$ cat src/rtl/x_mac_array.sv
// x_mac_array: multiplies the four X shift-buffer lanes (8 bytes each)
// against an 8x4 coefficient matrix held in an external synchronous ROM.
// One 4-element result column is produced per pass, N_COL passes per run.
//
// state | meaning
// ------+------------------------------------------------------------
// IDLE  | waiting for start with the X buffer loaded
// MAC   | N_K cycles: shift X, address ROM, feed the multiply pipeline
// DRAIN | last product lands in the accumulators, results captured
// OUT   | results presented with result_valid until result_ready
// FIN   | one-cycle done pulse, then back to IDLE
module x_mac_array #(
  parameter int DATA_W = 8,
  parameter int N_K    = 8,
  parameter int N_COL  = 4,
  parameter int ACC_W  = 19
) (
  input  logic                                  clk,
  input  logic                                  rst,
  input  logic                                  start,
  input  logic                                  xload_done,
  input  logic [DATA_W-1:0]                     X_reg1,
  input  logic [DATA_W-1:0]                     X_reg2,
  input  logic [DATA_W-1:0]                     X_reg3,
  input  logic [DATA_W-1:0]                     X_reg4,
  output logic                                  X_shift,
  output logic [$clog2(N_COL)+$clog2(N_K)-1:0]  coef_addr,
  input  logic [DATA_W-1:0]                     coef_data,
  output logic [ACC_W-1:0]                      result1,
  output logic [ACC_W-1:0]                      result2,
  output logic [ACC_W-1:0]                      result3,
  output logic [ACC_W-1:0]                      result4,
  output logic                                  result_valid,
  input  logic                                  result_ready,
  output logic                                  busy,
  output logic                                  done
);

  localparam int COL_W = $clog2(N_COL);
  localparam int K_W   = $clog2(N_K);
  localparam int PROD_W = 2 * DATA_W;
  localparam logic [K_W-1:0]   LAST_K   = K_W'(N_K - 1);
  localparam logic [COL_W-1:0] LAST_COL = COL_W'(N_COL - 1);

  typedef enum logic [2:0] {IDLE, MAC, DRAIN, OUT, FIN} state_t;

  state_t             state;
  logic [COL_W-1:0]   col;
  logic [K_W-1:0]     k;

  logic [DATA_W-1:0]  x_in   [4];
  logic [DATA_W-1:0]  x_q    [4];
  logic               p_valid;
  logic               first_q;

  logic [PROD_W-1:0]  prod     [4];
  logic [ACC_W-1:0]   acc      [4];
  logic [ACC_W-1:0]   acc_next [4];
  logic [ACC_W-1:0]   res_q    [4];

  assign x_in[0] = X_reg1;
  assign x_in[1] = X_reg2;
  assign x_in[2] = X_reg3;
  assign x_in[3] = X_reg4;

  assign result1 = res_q[0];
  assign result2 = res_q[1];
  assign result3 = res_q[2];
  assign result4 = res_q[3];

  // Sequencer: walks k through the inner product and col through the columns.
  // coef_addr leads the stage-1 capture by one cycle so ROM data and x_q meet in stage 2.
  always_ff @(posedge clk or posedge rst) begin
    if (rst) begin
      state        <= IDLE;
      col          <= '0;
      k            <= '0;
      X_shift      <= 1'b0;
      coef_addr    <= '0;
      result_valid <= 1'b0;
      busy         <= 1'b0;
      done         <= 1'b0;
      for (int i = 0; i < 4; i++) res_q[i] <= '0;
    end else begin
      case (state)
        IDLE: begin
          if (start && xload_done) begin
            state     <= MAC;
            col       <= '0;
            k         <= '0;
            X_shift   <= 1'b1;
            coef_addr <= '0;
            busy      <= 1'b1;
          end
        end
        MAC: begin
          if (k == LAST_K) begin
            state   <= DRAIN;
            k       <= '0;
            X_shift <= 1'b0;
          end else begin
            k         <= k + 1'b1;
            coef_addr <= {col, k + 1'b1};
          end
        end
        DRAIN: begin
          // acc_next already includes the final product, so results are ready next cycle
          state        <= OUT;
          result_valid <= 1'b1;
          for (int i = 0; i < 4; i++) res_q[i] <= acc_next[i];
        end
        OUT: begin
          if (result_ready) begin
            result_valid <= 1'b0;
            if (col == LAST_COL) begin
              state <= FIN;
              done  <= 1'b1;
            end else begin
              state     <= MAC;
              col       <= col + 1'b1;
              X_shift   <= 1'b1;
              coef_addr <= {col + 1'b1, K_W'(0)};
            end
          end
        end
        FIN: begin
          state <= IDLE;
          done  <= 1'b0;
          busy  <= 1'b0;
        end
        default: state <= IDLE;
      endcase
    end
  end

  // Stage 1: capture the lane heads while the buffer is being shifted.
  always_ff @(posedge clk or posedge rst) begin
    if (rst) begin
      p_valid <= 1'b0;
      first_q <= 1'b0;
      for (int i = 0; i < 4; i++) x_q[i] <= '0;
    end else begin
      p_valid <= (state == MAC);
      first_q <= (k == '0);
      if (state == MAC) begin
        for (int i = 0; i < 4; i++) x_q[i] <= x_in[i];
      end
    end
  end

  // Stage 2 arithmetic: unsigned product, restart or accumulate.
  always_comb begin
    for (int i = 0; i < 4; i++) begin
      prod[i]     = {{DATA_W{1'b0}}, x_q[i]} * {{DATA_W{1'b0}}, coef_data};
      acc_next[i] = acc[i];
      if (p_valid) begin
        acc_next[i] = first_q ? ACC_W'(prod[i]) : acc[i] + ACC_W'(prod[i]);
      end
    end
  end

  // Stage 2 register: accumulators track acc_next whenever a product is valid.
  always_ff @(posedge clk or posedge rst) begin
    if (rst) begin
      for (int i = 0; i < 4; i++) acc[i] <= '0;
    end else if (p_valid) begin
      for (int i = 0; i < 4; i++) acc[i] <= acc_next[i];
    end
  end

endmodule
$ cat config.mk
export PLATFORM = sky130hd
export DESIGN_NAME = x_mac_array
export DESIGN_NICKNAME = d
export VERILOG_FILES = /design/src/rtl/x_mac_array.sv
export SDC_FILE = /design/constraint.sdc
export NUM_CORES = 1
export LEC_CHECK = 0
export ABC_CLOCK_PERIOD_IN_PS = 9710
export CAP_MARGIN = 10
export CORE_MARGIN = 2
export CORE_UTILIZATION = 60
export DETAILED_ROUTE_END_ITERATION = 10
export PLACE_DENSITY = 0.81
export SETUP_SLACK_MARGIN = 0.4
export SLEW_MARGIN = 20
export SYNTH_ARGS = -nofsm -noshare
export SYNTH_HDL_FRONTEND = slang
export SYNTH_SLANG_ARGS = --single-unit
$ cat constraint.sdc
create_clock -name clk -period 9.71 [get_ports clk]
set_input_delay 0.971 -clock clk [delete_from_list [all_inputs] [get_ports clk]]
set_output_delay 0.971 -clock clk [all_outputs]
set_load 0.02 [all_outputs]
### Word-level counts from Yosys, hierarchy flattened

Cells that the tools add are included.

| storage, ports and cells | value |
|---|---|
| register bits | 203 |
| input port bits | 45 |
| output and inout port bits | 85 |
| logic and storage cells | 97 |

| operators by class | value |
|---|---|
| reduce and logical (&&, ||, !) cells | 17 |
| mux-type cells | 36 |
| multiply operators | 4 |
| add/sub/neg operators | 6 |
| equal/unequal tests | 12 |

Operator list:

| kind | count |
|---|---|
| $mux W19 | 8 |
| $add A19 B16 Y19 | 4 |
| $mul A8 B8 Y16 | 4 |
| $mux W5 | 4 |
| $mux W3 | 6 |
| $pmux W5 S3 | 1 |
| $ne A2 B2 Y1 const B | 6 |
| $pmux W3 S4 | 1 |
| $reduce_and A5 Y1 | 2 |
| $reduce_bool A2 Y1 | 5 |
| $mux W1 | 7 |
| $eq A3 B2 Y1 const B | 2 |
| $eq A3 B3 Y1 const B | 2 |
| $logic_not A3 Y1 | 2 |
| $mux W2 | 3 |
| $pmux W1 S2 | 3 |
| $pmux W3 S2 | 1 |
| $reduce_and A2 Y1 | 3 |
| $reduce_and A3 Y1 | 2 |
| $pmux W2 S2 | 1 |
| $reduce_and A4 Y1 | 1 |
| $add A3 B1 Y3 const B | 1 |
| $eq A3 B1 Y1 const B | 1 |
| $pmux W1 S3 | 1 |
| other kinds (4) | 4 |

### Longest topological paths before layout

| depth | value |
|---|---|
| depth after elaboration | 4 |
| gate-level depth with buffers | 25 |
| depth with buffers taken out | 24 |

### Least setup slack after synthesis

Ideal clock, no wire load.

| path | value |
|---|---|
| kind | input to register |
| start point | input coef_data[2] |
| end point | register res_q (netlist bit result4[18]) |
| path buffers | 1 |
| arrival | 6.441 ns |
| setup slack | 3.185 ns |
| library setup time | 0.084 ns |
| stages | 23 |
| data required time | 9.626 ns |
| cells stage by stage | clkbuf_1 > nand2_1 > fa_1 > fa_1 > inv_1 > fa_1 > inv_1 > fa_1 > inv_1 > ha_1 > a21oi_1 > and2_1 > a21oi_1 > o31a_1 > or3_1 > and2_1 > ha_1 > a21o_1 > a211o_1 > a21oi_1 > nand2_1 > a311o_1 > a41oi_2 |

| on the way | value |
|---|---|
| longest elaborated chain between the ends | 4 |

Ends and longest elaborated chain:

| item | RTL line | RTL |
|---|---|---|
| from (decl) | 28 | `input logic [DATA_W-1:0] coef_data,` |
| $mul A8 B8 Y16 | 154 | `prod[i] = {{DATA_W{1'b0}}, x_q[i]} * {{DATA_W{1'b0}}, coef_data};` |
| $add A19 B16 Y19 | 157 | `acc_next[i] = first_q ? ACC_W'(prod[i]) : acc[i] + ACC_W'(prod[i]);` |
| $mux W19 | 157 |  |
| $mux W19 | 156 | `if (p_valid) begin` |
| to (decl) | 59 | `logic [ACC_W-1:0] res_q [4];` |

No other way between the ends.
A chain may end at the register's enable or synchronous reset.

### Worst setup path after layout

| path | value |
|---|---|
| start point | input coef_data[3] |
| end point | register res_q (netlist bit result4[18]) |

Same word-level chain as after synthesis.

==> flow_metrics.py <==
metrics = {
    "route": {
        "drt_iter0_drc": 784,
        "drt-vias-per-instance": 5.93,
        "post_drt_wl_per_cell_um": 18.5,
        "finalWirelength_um": 51600,
        "post_route_drc": 0,
        "routed-via-count": 16500,
        "drt.antenna.violating_nets": 0,
        "dr.pass1.iters": 7,
    },
    "die": {
        "floorplan.initialDensity_pct": 60.8,
        "floorplan.die.width_um": 188,
        "io_pins": 130,
        "fp.dieH_um": 188,
        "cell_row_count": 67,
        "core_region_area_sq_um": 33500,
        "die_area_sq_um": 35500,
    },
    "synth": {
        "postSynthAreaPerCell_sq_um": 9.11,
        "ys_ff_latch": 203,
        "yosysMostFrequentCell": "inv_1",
        "sequential_element_share_of_the_synthesized_area_pct": 24.9,
        "synthDistinctLibCells": 79,
        "synth_area_leaders": "dfrtp_1 (25%), fa_1 (15%), ha_1 (14%), and2_1 (6.9%), inv_1 (4.3%)",
        "async_flop_share_pct": 100,
        "post-synth-top-area-cell": "dfrtp_1",
        "yosys_warnings": 0,
        "synth_fp_nets": 2651,
        "synth_edf_count": 0,
        "syn-cell-area_sq_um": 20400,
        "synthCells": 2238,
        "synth_top_area_share_pct": 24.9,
        "synth_ff_type": "dfrtp_1",
        "yosys-top-cells-count": "inv_1 (233), nand2_1 (225), and2_1 (224)",
    },
    "hold_path": {
        "hold_path_depth": 1,
        "kind_of_path_behind_the_tightest_hold_check": "reg -> reg",
    },
    "sta": {
        "finalCritPeriodShare_pct": 76.9,
        "final.setup.tns_ns": 0,
        "final-max-slew-violation-count": 0,
        "setup_repair_after_global_routing_missed_its_margin": "false",
        "fmax_mhz": 134,
        "final_hold_viol_count": 0,
        "worst_clock_skew_ns": 0.00996,
        "relSlewSlack_pct": 21.3,
        "period_minus_slack_ns": 7.47,
        "worstMarginPinSlew_ns": 1.18,
        "finalSetupViolations": 0,
    },
    "placed_design": {
        "routability_congestion": 0.929,
        "place_hpwl_um": 38300,
        "port_buffers": 129,
    },
    "global_routing": {
        "grt_util_all_layers_pct": 29.7,
        "grt_pass1_wl_um": 85800,
        "overflow_left_after_global_routing": 0,
        "antenna_found_initial": 0,
        "vias_in_the_first_global_route": 17300,
        "pin_count_of_the_biggest_net_entering_global_routing": 74,
    },
    "clocking": {
        "clockBufferDepth": 3,
        "clk_pin_slew_worst_paths_ns": 0.06,
        "cts_hold_repair.buffers": 0,
        "tritoncts_clock_tree": "yes",
        "clk-insertion-delay-late_ns": 0.56,
        "cts_buffers": 25,
        "sinks_on_clock_net": 203,
        "cts.repair_timing.setup_buffer_count": 0,
        "cts.htree.levels": 1,
        "cts_root_buf": "clkbuf_16",
        "post_cts_resized": 0,
    },
    "critical_path": {
        "critPathLaunchType": "input port",
        "critical_path_class": "in -> reg",
        "cp.required_ns": 10.19,
        "worst_setup_path_end_kind": "flip-flop",
        "timing.critical_path.fanout_max": 28,
        "cp.arrival_ns": 7.95,
        "timing.reg2reg.worst_path_depth": 22,
    },
    "final_layout": {
        "nFillCells": 2627,
        "multi_input_comb_area_sq_um": 14000,
        "area_growth_pct": 12.0,
        "layout.nets": 2737,
        "layout-drive-gt1-share_pct": 6.58,
        "num_antenna_cells": 0,
        "regArea_sq_um": 5080,
    },
    "flow_run": {
        "maxCapViolations": 0,
    },
    "outcome": {
        "status": "finished clean",
    },
}
==> cell type report <==
cell class / instances / area share, %
flip-flops and latches: 203 / 22.3
clock buffers: 38 / 3.22
well taps: 448 / 2.45
repair buffers: 145 / 6.21
clock inverters: 7 / 0.438
multi-input cells: 1715 / 61.5
inverters: 234 / 3.88
==> layout by cell type, fill, tap and decap left out, drive strengths merged, types with 38 or more instances in the layout <==
cell type	synthesis	final
a21oi	129	129
nor2	134	134
xnor2	59	59
fa	148	148
clkbuf	62	38
dfrtp	203	203
o21ai	83	83
clkdlybuf4s50	0	128
ha	220	220
a31oi	42	42
and2	224	224
a21o	41	41
nand2	225	225
inv	234	235
mux2	66	66
==> cells by family after synthesis <==
kind of cell | synth area share (%)
adder cells (fa/ha/maj) | 28.0
XOR/XNOR | 3.78
AND/OR/NAND/NOR | 17.2
multiplexers | 4.92
flip-flops | 24.9
buffers and inverters | 6.23
AO/OA/AOI/OAI | 14.9
==> flip-flops by register name, summed over array words and instances (netlist names), 2 cells and up <==
register	cells
x_q	32
result4	19
col	2
result2	19
result1	19
result3	19
k	3
state	3
coef_addr	5
acc	76
==> worst max-delay path: stages <==
cell             delay, ns
clkdlybuf4s50_1       1.23
nand2_1               0.17
fa_1                  0.54
fa_1                  0.56
inv_1                 0.05
fa_1                  0.47
inv_1                 0.05
fa_1                  0.48
inv_1                 0.04
ha_1                  0.33
a21oi_1               0.22
and2_1                0.17
a21oi_1               0.12
o31a_1                0.31
or3_1                 0.36
and2_1                0.20
ha_1                  0.33
a21o_1                0.17
a211o_1               0.29
a21oi_1               0.16
nand2_1               0.12
a311o_1               0.40
a41oi_2               0.19
==> stage by stage <==
step                      cells  area, sq um  hold slack (ns)  util, %  worst slack [ns]
final                      2790        22800            0.456     68.1              2.24
after global routing       2790        22800            0.487     68.1              1.95
after CTS                  2789        22800            0.458     68.1              2.25
after detailed placement   2744        22000            0.452     65.6              1.70
after global placement     2744        22000            0.441     65.6              1.88
after floorplan            2238        20400            0.431        -              3.19
==> worst paths after layout <==
check                              from          end  slack, ns
setup / recovery           coef_data[3]  result4[18]       2.24
hold / removal                     k[2]      first_q       0.46
setup reg to reg                 x_q[5]  result4[18]       3.38
hold reg to reg                    k[2]      first_q       0.46
max in group asynchronous           rst  result1[14]       6.73
min in group asynchronous           rst      x_q[14]       0.84
==> layer usage <==
metal	GRT usage, %	wire (um)	vias to the layer above
met4	11.5	1900	0
met3	3.20	2270	114
li1	-	-	7756
met5	0	0	-
met2	54.7	26900	444
met1	35.5	20600	8233
Power is left out: the tool's default activity adds up to more than one toggle a clock period on the data nets, which glitch-free logic cannot reach.
